**src/rtl/ht_traffic_gen.sv**
```systemverilog
// ht_traffic_gen: command/result traffic engine for hash_table_top.
// Sequential, random-mix and insert/delete streams with bounded outstanding.
module ht_traffic_gen #(
  parameter int KEY_WIDTH       = 32,
  parameter int VALUE_WIDTH     = 16,
  parameter int CNT_WIDTH       = 16,
  parameter int KEY_SPACE_BITS  = 4,
  parameter int MAX_OUTSTANDING = 4,
  parameter logic [15:0] LFSR_SEED = 16'hACE1
) (
  input  logic                   clk_i,
  input  logic                   rst_i,
  input  logic                   start_i,
  input  logic [1:0]             mode_i,
  input  logic [CNT_WIDTH-1:0]   num_cmds_i,
  input  logic [KEY_WIDTH-1:0]   key_base_i,
  output logic                   cmd_valid_o,
  input  logic                   cmd_ready_i,
  output logic [KEY_WIDTH-1:0]   cmd_key_o,
  output logic [VALUE_WIDTH-1:0] cmd_value_o,
  output logic [1:0]             cmd_opcode_o,
  input  logic                   res_valid_i,
  output logic                   res_ready_o,
  input  logic                   res_ok_i,
  output logic                   busy_o,
  output logic                   done_o,
  output logic                   err_o,
  output logic [CNT_WIDTH:0]     sent_cnt_o,
  output logic [CNT_WIDTH:0]     recv_cnt_o,
  output logic [CNT_WIDTH:0]     ok_cnt_o,
  output logic [CNT_WIDTH:0]     stall_cnt_o
);

  localparam int CW = CNT_WIDTH + 1;
  localparam logic [1:0] OP_SEARCH = 2'd0;
  localparam logic [1:0] OP_INSERT = 2'd1;
  localparam logic [1:0] OP_DELETE = 2'd2;

  typedef enum logic [1:0] {IDLE, RUN, DRAIN, DONE} state_t;

  state_t               state, state_n;
  logic [1:0]           mode_q;
  logic [CNT_WIDTH-1:0] num_q;
  logic [KEY_WIDTH-1:0] base_q;
  logic [15:0]          lfsr, lfsr_n;
  logic [CW-1:0]        sent, recv, ok, stall;
  logic                 err, rdy;
  logic [CW-1:0]        total, outst, offs;
  logic                 start_ok, valid, cmd_hs, res_hs, last_hs;
  logic [KEY_WIDTH-1:0] key;
  logic [1:0]           op;

  assign total = (mode_q == 2'd3) ? {num_q, 1'b0}
                                  : {1'b0, num_q};
  assign outst    = sent - recv;
  assign start_ok = start_i & ((state == IDLE) | (state == DONE));
  assign valid    = (state == RUN) &&
                    (outst < CW'(MAX_OUTSTANDING));
  assign cmd_hs   = valid & cmd_ready_i;
  assign res_hs   = res_valid_i & rdy;
  assign last_hs  = cmd_hs && ((sent + CW'(1)) == total);

  // Galois step, mask 16'hB400
  assign lfsr_n = lfsr[0] ? ((lfsr >> 1) ^ 16'hB400)
                          : (lfsr >> 1);

  always_ff @(posedge clk_i) begin
    if (rst_i) state <= IDLE;
    else       state <= state_n;
  end

  always_comb begin
    state_n = state;
    unique case (state)
      IDLE, DONE: begin
        if (start_i)
          state_n = (num_cmds_i == '0) ? DONE : RUN;
      end
      RUN:   if (last_hs) state_n = DRAIN;
      DRAIN: if (recv == sent) state_n = DONE;
      default: state_n = IDLE;
    endcase
  end

  always_ff @(posedge clk_i) begin
    if (rst_i) begin
      mode_q <= '0;
      num_q  <= '0;
      base_q <= '0;
      lfsr   <= LFSR_SEED;
      sent   <= '0;
      recv   <= '0;
      ok     <= '0;
      stall  <= '0;
      err    <= 1'b0;
      rdy    <= 1'b0;
    end else begin
      rdy <= 1'b1;
      if (start_ok) begin
        mode_q <= mode_i;
        num_q  <= num_cmds_i;
        base_q <= key_base_i;
        lfsr   <= LFSR_SEED;
        sent   <= '0;
        recv   <= '0;
        ok     <= '0;
        stall  <= '0;
        err    <= 1'b0;
      end else begin
        if (cmd_hs) begin
          sent <= sent + CW'(1);
          lfsr <= lfsr_n;
        end
        // sent is the registered count, so a result racing
        // the first handshake is still unsolicited
        if (res_hs) begin
          if (recv == sent) begin
            err <= 1'b1;
          end else begin
            recv <= recv + CW'(1);
            if (res_ok_i) ok <= ok + CW'(1);
          end
        end
        if (valid && !cmd_ready_i && !(&stall))
          stall <= stall + CW'(1);
      end
    end
  end

  // sent doubles as the command index
  assign offs = ((mode_q == 2'd3) && (sent >= CW'(num_q)))
              ? sent - CW'(num_q) : sent;

  always_comb begin
    key = base_q + KEY_WIDTH'(offs);
    op  = OP_SEARCH;
    unique case (mode_q)
      2'd0: op = OP_INSERT;
      2'd1: op = OP_SEARCH;
      2'd2: begin
        key = base_q + KEY_WIDTH'(lfsr[KEY_SPACE_BITS-1:0]);
        unique case (1'b1)
          lfsr[15:14] == 2'b01: op = OP_INSERT;
          lfsr[15:14] == 2'b10: op = OP_DELETE;
          default:              op = OP_SEARCH;
        endcase
      end
      default: op = (sent >= CW'(num_q)) ? OP_DELETE
                                          : OP_INSERT;
    endcase
  end

  assign cmd_valid_o  = valid;
  assign cmd_key_o    = valid ? key : '0;
  assign cmd_value_o  = valid ? VALUE_WIDTH'(sent) : '0;
  assign cmd_opcode_o = valid ? op : 2'd0;
  assign res_ready_o  = rdy;
  assign busy_o       = (state == RUN) | (state == DRAIN);
  assign done_o       = (state == DONE);
  assign err_o        = err;
  assign sent_cnt_o   = sent;
  assign recv_cnt_o   = recv;
  assign ok_cnt_o     = ok;
  assign stall_cnt_o  = stall;

endmodule

```
**config.mk**
```make
export PLATFORM = sky130hd
export DESIGN_NAME = ht_traffic_gen
export DESIGN_NICKNAME = d
export VERILOG_FILES = /design/src/rtl/ht_traffic_gen.sv
export SDC_FILE = /design/constraint.sdc
export NUM_CORES = 1
export LEC_CHECK = 0
export CELL_PAD_IN_SITES_DETAIL_PLACEMENT = 0
export CELL_PAD_IN_SITES_GLOBAL_PLACEMENT = 1
export CORE_MARGIN = 1.5
export CORE_UTILIZATION = 35
export CTS_BUF_LIST = sky130_fd_sc_hd__clkbuf_16
export DETAILED_ROUTE_END_ITERATION = 6
export PLACE_DENSITY_LB_ADDON = 0.1
export SLEW_MARGIN = 20
export SYNTH_ARGS = -nofsm -noshare
export SYNTH_HDL_FRONTEND = slang
export SYNTH_SLANG_ARGS = --single-unit
```
**constraint.sdc**
```tcl
create_clock -name clk_i -period 11.6 [get_ports clk_i]
set_input_delay 2.32 -clock clk_i [delete_from_list [all_inputs] [get_ports clk_i]]
set_output_delay 2.32 -clock clk_i [all_outputs]
set_load 0.1 [all_outputs]
```
# == Yosys cells after proc, flatten, opt, wreduce, memory -nomap -nowiden ==
# Cells that the tools add are included.
# op_classes
n_addsub,8
order_cmp,2
eq_ne,13
mux,16
n_bitwise,7
reduce_logical,17
# ops
operator,count
"adder 17 x 1 -> 17 bit, second input constant",4
2-to-1 mux 32 bit,2
equality test 17 bit,2
2-to-1 mux 17 bit,2
adder 32 x 17 -> 32 bit,1
adder 32 x 4 -> 32 bit,1
2-to-1 mux 16 bit,2
>= comparator 17 x 16 -> 1 bit,1
"less-than comparator 17 x 3 -> 1 bit, second input constant",1
AND reduction 17 bit,1
subtractor 17 x 16 -> 17 bit,1
subtractor 17 bit,1
zero test 16 bit,1
2-to-1 mux 2 bit,6
one-hot mux 2 bit (3 select lines),2
"equality test 2 bit, second input constant",5
"equality test 2 x 1 -> 1 bit, second input constant",3
"inequality test 2 bit, second input constant",3
AND reduction 3 bit,2
logical AND 1 bit,5
zero test 2 bit,2
NOT 3 -> 4 bit,1
one-hot mux 2 bit (2 select lines),1
AND reduction 2 bit,2
6 further kinds,11
# totals
register_bits,138
elab_cells,74

# == Logic depth before layout (Yosys ltp) ==
# logic_depth
depth_word,7
depth_mapped,26
ltp_nobuf,24

# == Worst setup path before layout ==
# No wires, ideal clock.
# synth_path
kind,register -> output
startpoint,"register sent[1], in the netlist sent_cnt_o[1]"
endpoint,output port cmd_key_o[26]
t_arrival_ns,6.863
required_ns,9.280
path_slack_ns,2.417
stages_incl_launch_ff,24
n_path_buf,1
path_cell_list,dfxtp_1 ha_1 nor2b_1 o31ai_1 a21oi_1 o211ai_1 nand2_1 a41o_1 o221a_2 clkbuf_1 o21ai_0 o21ai_0 ha_1 fa_1 a32o_1 nor3_1 o31ai_1 a21oi_1 o21ai_0 a41oi_1 a21oi_1 and3_1 xnor2_1 nor2_1
# synth_via
elab_chain_cells,6
# synth_lines
element,line_no,rtl
"start, declared",46,"logic [CW-1:0] sent, recv, ok, stall;"
"start signal, assigned",111,sent <= sent + CW'(1);
>= comparator 17 x 16 -> 1 bit,131,assign offs = ((mode_q == 2'd3) && (sent >= CW'(num_q)))
logical AND 1 bit,131,
2-to-1 mux 17 bit,132,? sent - CW'(num_q) : sent;
adder 32 x 17 -> 32 bit,135,key = base_q + KEY_WIDTH'(offs);
2-to-1 mux 32 bit,137,unique case (mode_q)
2-to-1 mux 32 bit (*),154,assign cmd_key_o = valid ? key : '0;
"end, declared",19,"output logic [KEY_WIDTH-1:0] cmd_key_o,"
# Every way passes the cells marked *; elsewhere a longest branch is shown, timed or not.

# == Final worst setup path ==
# layout_path
startpoint,"register sent[1], in the netlist sent_cnt_o[1]"
endpoint,output port cmd_key_o[30]
# Same word-level chain as after synthesis.

==> run summary <==
Crit Path Category -> register to primary output
Initial Util -> 36.0%
Internal Pwr Total -> 1.10 mW
worst-path fanout max -> 31
P_sw -> 807 µW
share of the synthesized area in the top cell type -> 29.2%
largest cells by area after synthesis -> dfxtp_1, xnor2_1, ha_1
switch share -> 42.3%
average wire per cell in the routed design -> 16.3 µm
Peak supply drop -> 0.000280 V
commonest non-fill, non-tap cell in the layout -> nor2_1
pwr/cell area -> 158 nW/µm²
Sequential Power Share -> 29.7%
crit end category -> primary output
Max transition margin -> 31.6%
TNS Setup -> 0 ns
setup violators final -> 0
Crit path largest cell delay -> 1.14 ns
die span in y -> 167 µm
initial antenna violation count -> 0
Max Clock Freq -> 102 MHz
CTS buffer count -> 17
cts repair resizes -> 0
synth warn -> 0
slew of the pin with the lowest slew margin -> 1.02 ns
total number of vias -> 9061
HP Class -> register to register
Unique masters post-synth -> 68
crit-path cells -> ha_1 > nor2b_1 > o31ai_1 > a21oi_1 > o211ai_1 > nand2_1 > a41o_1 > o221a_2 > nand2_1 > o21ai_0 > o21ai_0 > ha_1 > fa_1 > a32o_1 > nor3_1 > o31ai_1 > a21oi_1 > o21ai_0 > a41oi_1 > a21oi_1 > nand4_1 > xor2_1 > nor2_1 > clkdlybuf4s50_1
PnR Total Power -> 1.91 mW
vias in the first global route -> 8358
Post-Route WL -> 28.5 mm
Tcrit/Tclk final -> 84.8%
met2 Usage GRT -> 32.4%
Final min period -> 9.84 ns
Max-Cap Viols -> 0
H-tree levels -> 4
share of layout cells above drive strength 1 -> 4.18%
global-route wire length before repair -> 45.1 mm
synthesized cell area -> 9450 µm²
post-synth top area cell -> dfxtp_1
P_leak -> 4.55 nW
Clock Power Share -> 29.7%
Area Growth Syn to Fin -> 27.9%
EDFF count, synth -> 0
CP Data Required Time -> 9.28 ns
async set or reset register ratio after synthesis -> 0%
TritonCTS clock tree -> done
Max clock buf depth -> 2
# IOs -> 179
Die Wd -> 167 µm
worst slack, placed -> 2.25 ns
Filler Cells Inserted -> 2745
Vias/cell -> 5.18
IO Port Bufs -> 178
syn avg cell area -> 7.54 µm²
Synth Register Bits -> 138
largest net degree at the start of global routing -> 73
final core occ -> 46.0%
placement row count -> 59
met3 Use GR -> 3.69%
Critical Path Source Type -> register
DRC errors left -> 0
drt pass-1 iters -> 5
GR Overflow Total -> 0
routability congestion estimate -> 0.837
CP arrival -> 7.52 ns
Syn Nets -> 1370
most frequent cells in the layout -> nor2_1, clkdlybuf4s50_1, nand2_1
grt peak-use layer -> met2
status -> finished, final reports clean
synthesized netlist cell count -> 1253
CTS clk-pin slew, worst paths -> 0.06 ns
Crit-path slowest cell -> clkdlybuf4s50_1
DRT antenna net count -> 0
Post-CTS Setup Bufs -> 0
placed wire-length estimate -> 21.5 mm
clock sinks -> 138
Slew Viols, Final -> 0
nets -> 1519
register area share after synthesis -> 29.2%
Layout Skew -> 0.00965 ns
DRT iter0 DRCs -> 589
Antenna Cells -> 0
Logic pwr share -> 40.6%
final setup margin -> 1.76 ns
die area -> 28000 µm²
Synth Flop Type -> dfxtp_1
Clk Tree Root Cell -> clkbuf_16
hold slack -> 0.464 ns
Hold Fails Final Rpt -> 0
met1 Use GR -> 28.2%
core area -> 26300 µm²
Worst-Skew Late Latency -> 0.44 ns
CTS Hold Bufs -> 0
Total GRT Usage -> 20.3%
RSZ-0062 raised after global routing -> no
cell families (layout without fill, tap and decap cells):
| kind of cell | count (synthesis) | after routing | synth area share (%) |
|---|---|---|---|
| DFF | 138 | 138 | 29.2 |
| buffers and inverters | 117 | 277 | 4.74 |
| AOI/OAI and AO/OA | 239 | 239 | 15.6 |
| muxes | 29 | 29 | 3.11 |
| adders and majority gates | 61 | 61 | 8.23 |
| xor gates and xnor gates | 136 | 136 | 12.6 |
| and+or+nand+nor | 533 | 533 | 26.4 |
path summary, 6_finish.rpt:
path | endpoint | depth (start not counted) | startpoint | slack, ns
min reg2reg | base_q[14]$_SDFFE_PP0P_ | 2 | base_q[14]$_SDFFE_PP0P_ | 0.46
max reg2reg | lfsr[0]$_SDFFE_PP1P_ | 11 | sent_cnt_o[6]$_SDFFE_PP0P_ | 7.33
min | base_q[14]$_SDFFE_PP0P_ | 2 | base_q[14]$_SDFFE_PP0P_ | 0.46
max | cmd_key_o[30] | 24 | sent_cnt_o[1]$_SDFFE_PP0P_ | 1.76
flip-flops by register name (all words and copies together), names as in the netlist:
signal and flops:
res_ready_o 1, recv_cnt_o 17, sent_cnt_o 17, base_q 32, err_o 1, num_q 16
stall_cnt_o 17, state 2, lfsr 16, mode_q 2, ok_cnt_o 17
worst max-delay path, delay by kind of cell (launching register included):
family,cells,cell delay (ns)
AOI/OAI and AO/OA,13,3.66
buffers and inverters,1,1.14
adders and majority gates,3,0.77
and+or+nand+nor,6,0.76
DFF,1,0.56
xor gates and xnor gates,1,0.18
synthesized netlist by cell type (3+ instances only):
cell / instances
a211oi_1: 5
buf_1: 9
o21a_1: 8
mux2i_1: 28
ha_1: 59
nand4_1: 22
nor2_1: 182
nand3_1: 28
and3_1: 18
buf_2: 4
or2_2: 5
nor3_1: 18
o211ai_1: 5
nor2b_1: 12
nand2_1: 168
a21oi_1: 121
nor4_1: 28
o21bai_1: 4
nand2b_1: 9
clkbuf_1: 41
a41oi_1: 5
xor2_1: 41
or3_1: 9
dfxtp_1: 138
a31oi_1: 4
nor4b_2: 4
a21o_1: 19
and4_1: 8
o21ai_0: 34
xnor2_1: 95
inv_1: 61
and2_1: 10
nor4b_1: 3
o31ai_1: 3
final cells by class:
| cell class | instances | area [µm²] | share of cell area, % |
|---|---|---|---|
| clock buffers | 17 | 425 | 3.52 |
| clock inverters | 13 | 169 | 1.40 |
| inverters | 62 | 233 | 1.93 |
| multi-input cells | 998 | 6250 | 51.7 |
| flip-flops and latches | 138 | 2760 | 22.9 |
| well taps | 335 | 419 | 3.47 |
| repair buffers | 185 | 1830 | 15.1 |
layer usage:
| layer | wire length (µm) | up-vias |
|---|---|---|
| li1 | - | 4611 |
| met1 | 13700 | 4221 |
| met2 | 13000 | 202 |
| met3 | 1390 | 27 |
| met4 | 369 | 0 |
| met5 | 0 | - |
stage by stage:
stage | area (µm²) | std cells
CTS | 12100 | 1748
finish | 12100 | 1748
global placement | 11500 | 1718
detailed placement | 11500 | 1718
floorplan | 9450 | 1253
global route | 12100 | 1748
power by group through the flow:
stage / clock network (mW) / registers, mW / logic (mW)
4_1_cts: 0.584 / 0.567 / 0.777
3_3_place_gp: 0 / 0.577 / 0.774
5_1_grt: 0.603 / 0.574 / 0.840
3_5_place_dp: 0 / 0.577 / 0.775
6_report: 0.566 / 0.566 / 0.774
2_1_floorplan: 0 / 0.578 / 0.571
No activity file was read; power rests on OpenSTA's default activity.
